**config.mk**
```make
export PLATFORM = sky130hd
export DESIGN_NAME = ws2812_stream_tx
export DESIGN_NICKNAME = d
export VERILOG_FILES = /design/src/rtl/ws2812_stream_tx.sv
export SDC_FILE = /design/constraint.sdc
export NUM_CORES = 1
export LEC_CHECK = 0
export BUFFER_PORTS_ARGS = -buffer_cell sky130_fd_sc_hd__buf_2
export CAP_MARGIN = 20
export CORE_ASPECT_RATIO = 0.7
export CORE_UTILIZATION = 35
export CTS_BUF_LIST = sky130_fd_sc_hd__clkbuf_4 sky130_fd_sc_hd__clkbuf_8
export CTS_CLUSTER_SIZE = 8
export DETAILED_ROUTE_END_ITERATION = 8
export PLACE_DENSITY_LB_ADDON = 0.1
export SETUP_SLACK_MARGIN = 0.15
export SLEW_MARGIN = 10
export SYNTH_ARGS = -nofsm -noshare
export SYNTH_HDL_FRONTEND = slang
export SYNTH_SLANG_ARGS = --single-unit
```
**constraint.sdc**
```tcl
create_clock -name clk -period 2.8 [get_ports clk]
set_input_delay 0.84 -clock clk [delete_from_list [all_inputs] [get_ports clk]]
set_output_delay 0.84 -clock clk [all_outputs]
set_load 0.03 [all_outputs]
```
**src/rtl/ws2812_stream_tx.sv**
```systemverilog
// WS2812-family LED line driver: buffers pixel words in a small FIFO and serialises them
// MSB-first back to back, inserting the latch low interval only after words tagged latch.
module ws2812_stream_tx #(
    parameter int CLOCK_MHZ = 64,
    parameter int BPP       = 24,
    parameter int DEPTH     = 4,
    parameter int T0H_NS    = 400,
    parameter int T1H_NS    = 800,
    parameter int PERIOD_NS = 1250,
    parameter int RES_NS    = 325000,
    parameter int INVERT    = 0
) (
    input  logic                     clk,
    input  logic                     rst_n,
    input  logic [BPP-1:0]           data_in,
    input  logic                     latch_in,
    input  logic                     in_valid,
    output logic                     in_ready,
    output logic [$clog2(DEPTH):0]   fifo_level,
    output logic                     busy,
    output logic                     frame_done,
    output logic                     led
);

    localparam int AW = $clog2(DEPTH);
    localparam int IW = $clog2(BPP);

    // Rounded cycle counts, computed wide and then narrowed to the counter width.
    localparam logic [63:0] CP_W = (64'(CLOCK_MHZ) * 64'(PERIOD_NS) + 64'd500) / 64'd1000;
    localparam logic [63:0] C0_W = (64'(CLOCK_MHZ) * 64'(T0H_NS)    + 64'd500) / 64'd1000;
    localparam logic [63:0] C1_W = (64'(CLOCK_MHZ) * 64'(T1H_NS)    + 64'd500) / 64'd1000;
    localparam logic [63:0] CR_W = (64'(CLOCK_MHZ) * 64'(RES_NS)    + 64'd500) / 64'd1000;
    localparam logic [15:0] CP = CP_W[15:0];
    localparam logic [15:0] C0 = C0_W[15:0];
    localparam logic [15:0] C1 = C1_W[15:0];
    localparam logic [15:0] CR = CR_W[15:0];

    localparam logic [AW:0]   DEPTH_L  = (AW+1)'(DEPTH);
    localparam logic [IW-1:0] MSB_IDX  = IW'(BPP - 1);
    localparam logic          INV_L    = (INVERT != 0);

    typedef enum logic [1:0] {
        ST_IDLE  = 2'd0,
        ST_SEND  = 2'd1,
        ST_RESET = 2'd2
    } state_t;

    // ---------------- FIFO ----------------
    logic [BPP:0]  mem_q [DEPTH];
    logic [AW-1:0] wr_ptr_q;
    logic [AW-1:0] rd_ptr_q;
    logic [AW:0]   level_q;
    logic [BPP:0]  head;
    logic          push;
    logic          pop;
    logic          fifo_nempty;

    assign in_ready    = (level_q < DEPTH_L);
    assign push        = in_valid && in_ready;
    assign fifo_nempty = (level_q != '0);
    assign head        = mem_q[rd_ptr_q];

    always_ff @(posedge clk) begin
        if (push) begin
            mem_q[wr_ptr_q] <= {latch_in, data_in};
        end
    end

    always_ff @(posedge clk) begin
        if (!rst_n) begin
            wr_ptr_q <= '0;
            rd_ptr_q <= '0;
            level_q  <= '0;
        end else begin
            if (push) begin
                wr_ptr_q <= wr_ptr_q + 1'b1;
            end
            if (pop) begin
                rd_ptr_q <= rd_ptr_q + 1'b1;
            end
            case ({push, pop})
                2'b10:   level_q <= level_q + 1'b1;
                2'b01:   level_q <= level_q - 1'b1;
                default: level_q <= level_q;
            endcase
        end
    end

    // ---------------- Serializer ----------------
    state_t         state_q;
    logic [15:0]    cnt_q;
    logic [IW-1:0]  bit_idx_q;
    logic [BPP-1:0] shift_q;
    logic           latch_q;
    logic           por_q;
    logic           raw_q;
    logic           done_q;

    logic           bit_end;
    logic           last_bit;
    logic [15:0]    cur_th;
    logic [15:0]    next_cnt;

    assign bit_end  = (cnt_q == CP - 16'd1);
    assign last_bit = (bit_idx_q == '0);
    assign cur_th   = shift_q[BPP-1] ? C1 : C0;
    assign next_cnt = cnt_q + 16'd1;

    // A pop happens from IDLE, or back-to-back when an untagged word finishes its last bit.
    assign pop = fifo_nempty &&
                 ((state_q == ST_IDLE) ||
                  ((state_q == ST_SEND) && bit_end && last_bit && !latch_q));

    always_ff @(posedge clk) begin
        if (!rst_n) begin
            state_q   <= ST_RESET;
            cnt_q     <= '0;
            bit_idx_q <= '0;
            shift_q   <= '0;
            latch_q   <= 1'b0;
            por_q     <= 1'b1;
            raw_q     <= 1'b0;
            done_q    <= 1'b0;
        end else begin
            done_q <= 1'b0;
            case (state_q)
                ST_IDLE: begin
                    raw_q <= 1'b0;
                    if (fifo_nempty) begin
                        shift_q   <= head[BPP-1:0];
                        latch_q   <= head[BPP];
                        bit_idx_q <= MSB_IDX;
                        cnt_q     <= '0;
                        raw_q     <= 1'b1;
                        state_q   <= ST_SEND;
                    end
                end

                ST_SEND: begin
                    if (!bit_end) begin
                        cnt_q <= next_cnt;
                        raw_q <= (next_cnt < cur_th);
                    end else if (!last_bit) begin
                        shift_q   <= shift_q << 1;
                        bit_idx_q <= bit_idx_q - IW'(1);
                        cnt_q     <= '0;
                        raw_q     <= 1'b1;
                    end else if (latch_q) begin
                        state_q <= ST_RESET;
                        cnt_q   <= '0;
                        raw_q   <= 1'b0;
                    end else if (fifo_nempty) begin
                        // Next word's MSB starts right away so the bit period never stretches.
                        shift_q   <= head[BPP-1:0];
                        latch_q   <= head[BPP];
                        bit_idx_q <= MSB_IDX;
                        cnt_q     <= '0;
                        raw_q     <= 1'b1;
                    end else begin
                        state_q <= ST_IDLE;
                        cnt_q   <= '0;
                        raw_q   <= 1'b0;
                    end
                end

                ST_RESET: begin
                    raw_q <= 1'b0;
                    if (cnt_q == CR - 16'd1) begin
                        state_q <= ST_IDLE;
                        cnt_q   <= '0;
                        done_q  <= !por_q;
                        por_q   <= 1'b0;
                    end else begin
                        cnt_q <= next_cnt;
                    end
                end

                default: begin
                    state_q <= ST_IDLE;
                    cnt_q   <= '0;
                    raw_q   <= 1'b0;
                end
            endcase
        end
    end

    assign fifo_level = level_q;
    assign busy       = (state_q != ST_IDLE) || fifo_nempty;
    assign frame_done = done_q;
    assign led        = raw_q ^ INV_L;

endmodule

```
Word-level counts from Yosys, hierarchy flattened. Memory sizes are Yosys's and may differ from the RTL's. A register that Yosys moved wholly into a read port is not among the register bits. Cells that the tools add are included.

Flip-flop bits (word level): 58. Bits in latches: 0. Memory bits (writable): 100. Bits in read-only memories: 0. Output and inout bits: 7. Memories kept: 1.

Memories: mem_q (words 4, width 25, rd ports 1, clocked after memory_dff 1, write ports 1, line 49) `logic [BPP:0] mem_q [DEPTH];`.

$add $sub $neg: 6. $mul: 0. Divide/modulo/power cells: 0. Magnitude comparators: 2. Eq/ne operators: 12. Shifts and indexed selects: 0. Muxes and demuxes: 38. Bitwise operators: 0. Reductions and logical operators: 20.

Operator list (count): 24-bit two-way mux (4); 16-bit two-way mux (3); 16-bit one-hot mux with 3 select lines (1); 24-bit one-hot mux with 2 select lines (1); 5-bit two-way mux (4); 16-bit by 1-bit adder with 16-bit output, second input constant (1); 16-bit by 15-bit == test with 1-bit output, second input constant (1); 16-bit by 7-bit == test with 1-bit output, second input constant (1); 16-bit by 6-bit less-than comparator with 1-bit output (1); 2-bit two-way mux (8); 1-bit two-way mux (11); 5-bit one-hot mux with 2 select lines (1); 2-bit inequality test, second input constant (4); 6-bit two-way mux (1); 3-bit inequality test, second input constant (2); 2-bit one-hot mux with 3 select lines (1); 3-bit one-hot mux with 2 select lines (1); 3-bit AND reduction (2); 2-bit nonzero test (3); 1-bit logical AND (5); 5-bit zero test (1); 5-bit AND reduction (1); 5-bit by 1-bit subtractor with 5-bit output, second input constant (1); 2-bit by 1-bit adder with 2-bit output, second input constant (2); 12 further kinds (17).

Depth between registers and ports, before layout.
Depth in word-level cells: 8. Mapped depth: 13. Depth with buffers taken out: 13.

Least setup slack after synthesis. OpenSTA, ideal clock, no wires.

Path type: flip-flop to flip-flop. From: register cnt_q[0]. To: register level_q[2] (netlist: fifo_level[2]). Arrival: 2795 ps. Data required time: 2730 ps. Slack: -65 ps. Cell stages (with the launch flop): 14. Path buffers: 1. Period minus slack after synthesis: 2865 ps. Path through: dfxtp_1 > ha_1 > nand3_2 > or2_1 > clkbuf_1 > nor4_1 > o21ai_0 > inv_1 > ha_1 > inv_1 > fa_1 > xor2_1 > or3_1 > a21oi_1.

Word-level cells in the longest chain between the ends: 8. Elaborated cells between the ends (all ways): 10. Those cells by class: eq/ne: 3; mux: 1; reduce/logical: 6.

Ends and longest elaborated chain: start: declaration (line 91) `logic [15:0] cnt_q;`; start signal: assignment (line 141) `cnt_q <= next_cnt;`; start signal: assignment (line 174) `cnt_q <= next_cnt;`; 16-bit by 7-bit == test with 1-bit output * (line 104) `assign bit_end = (cnt_q == CP - 16'd1);`; 1-bit logical AND * (3 in a row) (line 112) `((state_q == ST_SEND) && bit_end && last_bit && !latch_q));`; 1-bit logical OR * (line 111) `((state_q == ST_IDLE) ||`; 1-bit logical AND * (line 110) `assign pop = fifo_nempty &&`; net pop (line 55) `logic pop;`; 2-bit by 1-bit == test with 1-bit output / 2-bit == test (equally long branches) (line 81) `case ({push, pop})`; 3-bit one-hot mux with 2 select lines / 2-bit nonzero test (equally long branches); end signal: assignment (line 82) `2'b10: level_q <= level_q + 1'b1;`; end signal: assignment (line 83) `2'b01: level_q <= level_q - 1'b1;`; end signal: assignment (line 84) `default: level_q <= level_q;`; end: declaration (line 52) `logic [AW:0] level_q;`.

The timed path passes the listed nets; every way through them passes the cells marked *. A chain may end at the register's enable or synchronous reset.

Worst setup path in the final report.
From: register bit_idx_q[0]. To: register level_q[2] (netlist: fifo_level[2]).

Word-level cells in the longest chain between the ends: 7. Elaborated cells between the ends (all ways): 9. Those cells by class: eq/ne: 2; mux: 1; reduce/logical: 6.

Ends and longest elaborated chain: start: declaration (line 92) `logic [IW-1:0] bit_idx_q;`; start signal: assignment (line 145) `bit_idx_q <= bit_idx_q - IW'(1);`; 5-bit zero test * (line 105) `assign last_bit = (bit_idx_q == '0);`; 1-bit logical AND * (2 in a row) (line 112); 1-bit logical OR * (line 111); 1-bit logical AND * (line 110); net pop (line 55); 2-bit by 1-bit == test with 1-bit output / 2-bit == test (equally long branches) (line 81); 3-bit one-hot mux with 2 select lines / 2-bit nonzero test (equally long branches).

Marks and branches as above.

==> impl_metrics.json <==
{
  "status": "finished, final reports clean",
  "hold_violations": 0,
  "setup_tns_ps": 0,
  "design_area_sq_um": 7960,
  "peakVddDrop_mv": 0.287,
  "worst_slew_pin_slew_ps": 785,
  "hp-class": "reg -> reg",
  "power_frac_seq_pct": 50.3,
  "totalWireLength_um": 14400,
  "die_y_um": 119,
  "avgRoutedWirePerCell_um": 17.6,
  "leakage_nw": 2.77,
  "fmax_ghz": 0.380,
  "p_total_mw": 5.55,
  "portBuffers": 34,
  "slew_viol_final": 0,
  "syn-cell-area_sq_um": 6820,
  "grt_pass1_wl_um": 22900,
  "seq_area_frac_synth_pct": 61.6,
  "grt-ovfl-total": 0,
  "nNetsFinal": 586,
  "antenna_left": 0,
  "syn_area_per_cell_sq_um": 14.1,
  "start_kind": "flip-flop",
  "clockRootBuffer": "clkbuf_8",
  "cts_hold_buf": 0,
  "core_sq_um": 19000,
  "pin_count": 35,
  "ys_ff_latch": 160,
  "p_int_mw": 3.94,
  "synth_edf_count": 100,
  "grtUsageTotal_pct": 15.2,
  "route.detailed.drc": 0,
  "power.switching_mw": 1.61,
  "vias": 4194,
  "insertion_delay_ps": 450,
  "period_minus_slack_ps": 2630,
  "ys_warn_count": 0,
  "cts.clk_slew.worst_paths_ps": 90,
  "synthCells": 483,
  "grt_start_max_net_pins": 31,
  "maxCapViolCount": 0,
  "diodes": 0,
  "combPwrFrac_pct": 20.6,
  "setup_viol": 0,
  "cts_buffers": 17,
  "cp_max_fo": 2,
  "pwr-share-clk_pct": 29.0,
  "start_util_pct": 36.0,
  "cts_num_sinks": 160,
  "synth-async-reset-ratio_pct": 0,
  "clock-skew-final_ps": 14.6,
  "dieWidth_um": 169,
  "routabilityCongestion": 0.785,
  "p_sw_share_pct": 29.1,
  "fin_crit_sh_pct": 93.9,
  "cts_tree": "built",
  "yosys.cell_types.count": 63,
  "drt_iter0_drc": 329,
  "grt_pass1_vias": 4285,
  "ctsHtreeMaxLevel": 4,
  "drt_pre_antenna_iters": 4,
  "synthFlopType": "edfxtp_1",
  "place_area_sq_um": 7530,
  "ctsLongestPathBuffers": 2,
  "dp_hpwl_um": 9150,
  "antenna_found_initial": 0,
  "relSlewSlack_pct": 47.4,
  "cp_data_required_time_ps": 3180,
  "drt-vias-per-instance": 5.11,
  "endpoint_kind": "flip-flop",
  "design.die.area_sq_um": 20100,
  "rows": 42,
  "rsz0062_at_grt": "true",
  "crit_arrival_ps": 3010,
  "layout-drive-gt1-share_pct": 29.6,
  "path_class": "reg -> reg",
  "syn2layout_area_growth_pct": 16.7,
  "power.density_nw_per_um2": 697,
  "synthesis.nets": 525
}
## final timing paths
check                                                  end                       from  cells after the start  slack (ps)
worst min register to register       frame_done$_SDFF_PN0_         por_q$_SDFFE_PN1P_                      1         430
worst min-delay path                 frame_done$_SDFF_PN0_         por_q$_SDFFE_PN1P_                      1         430
worst max register to register  fifo_level[2]$_SDFFE_PN0P_  bit_idx_q[0]$_SDFFE_PN0P_                     13         170
worst max-delay path            fifo_level[2]$_SDFFE_PN0P_  bit_idx_q[0]$_SDFFE_PN0P_                     13         170
## cells in the mapped netlist (all sizes together) (4+ instances only)
| master | instances | area share (%) |
|---|---|---|
| a21o | 4 | 0.44 |
| a21oi | 12 | 0.88 |
| and2 | 4 | 0.37 |
| buf | 9 | 0.95 |
| clkbuf | 21 | 1.2 |
| dfxtp | 60 | 18 |
| edfxtp | 100 | 44 |
| ha | 13 | 2.4 |
| inv | 22 | 1.2 |
| mux2i | 4 | 0.59 |
| mux4 | 25 | 8.3 |
| nand2 | 30 | 1.7 |
| nand3 | 11 | 0.88 |
| nor2 | 22 | 1.2 |
| nor3 | 8 | 0.83 |
| nor4 | 5 | 0.55 |
| o21ai | 12 | 0.88 |
| o221a | 23 | 3.8 |
| o22a | 25 | 3.2 |
| o31ai | 5 | 0.55 |
| xnor2 | 6 | 0.77 |
| xor2 | 9 | 1.2 |
## stage by stage
stage | instances | util (%) | hold slack [ps] | worst slack (ps)
final | 821 | 42.0 | 427 | 171
after detailed placement | 786 | 39.7 | 418 | 10.1
after global placement | 786 | 39.7 | 412 | 103
after global routing | 821 | 42.0 | 473 | 58.8
after floorplan | 483 | - | 398 | 140
after CTS | 818 | 41.7 | 432 | 80.2
## cell usage in the layout, fill, tap and decap left out, types with 8 or more instances in the layout
cell	n
o22a_1	25
nand3_1	10
nor2_1	22
clkbuf_8	17
buf_4	32
ha_1	9
xor2_1	9
o221a_2	8
a21oi_1	11
buf_2	35
mux4_2	25
dfxtp_1	57
o21ai_0	11
edfxtp_1	100
o221a_1	15
nand2_1	30
inv_1	18
## flip-flops by register name (all words and copies together) (netlist names), named ones only
name and flops:
state_q 2, mem_q 100, cnt_q 16, led 1
fifo_level 3, latch_q 1, rd_ptr_q 2, wr_ptr_q 2
shift_q 24, frame_done 1, bit_idx_q 5, por_q 1
## per-layer routing
| layer | share of wire, % | routed length (um) | track usage (%) |
|---|---|---|---|
| met3 | 3.3 | 481 | 2.98 |
| met5 | 0 | 0 | 0 |
| met4 | 1.4 | 199 | 6.19 |
| met2 | 42 | 6070 | 21.8 |
| met1 | 53 | 7690 | 22.4 |
## power by group through the flow
stage / sequential (mW) / clock (mW) / combinational (mW)
after CTS: 2.79 / 1.67 / 1.13
final: 2.80 / 1.61 / 1.15
after global placement: 2.84 / 0 / 1.10
after detailed placement: 2.85 / 0 / 1.12
after floorplan: 2.84 / 0 / 0.750
after global routing: 2.82 / 1.76 / 1.26
## cells by family (layout without fill, tap and decap cells)
kind of cell               count (synthesis)  count (layout)  share of synthesized area, %
DFF                                      160             160                          61.6
AOI/OAI and AO/OA                        107             107                          13.3
xor gates and xnor gates                  15              15                          1.93
buffers and inverters                     52             126                          3.32
adders and majority gates                 14              14                          2.68
muxes                                     29              29                          8.84
and+or+nand+nor                          106             106                          8.33
## layout make-up
cell class / count / area (sq um)
Fill cell: 1782 / 11000
Tap cell: 264 / 330
Sequential cell: 160 / 4210
Clock inverter: 14 / 131
Inverter: 22 / 82.6
Timing Repair Buffer: 72 / 515
Clock buffer: 18 / 241
Multi-Input combinational cell: 271 / 2450
## critical path, stage by stage, from the launching register on
cell      delay (ps)
dfxtp_1          320
inv_2             80
ha_4             130
nor4b_4          210
nand3b_1         160
nor4_4           390
o21ai_2          110
inv_2             70
ha_4             130
inv_2             30
fa_2             330
xor2_1           150
or3_1            320
a21oi_2          120
## repair_timing
item,CTS,global route
gates cloned,0,0
pin swaps,3,4
buffers inserted,0,2
endpoints found under the setup margin,1,3
gates resized for setup,4,10
(Power assumes the default switching activity.)
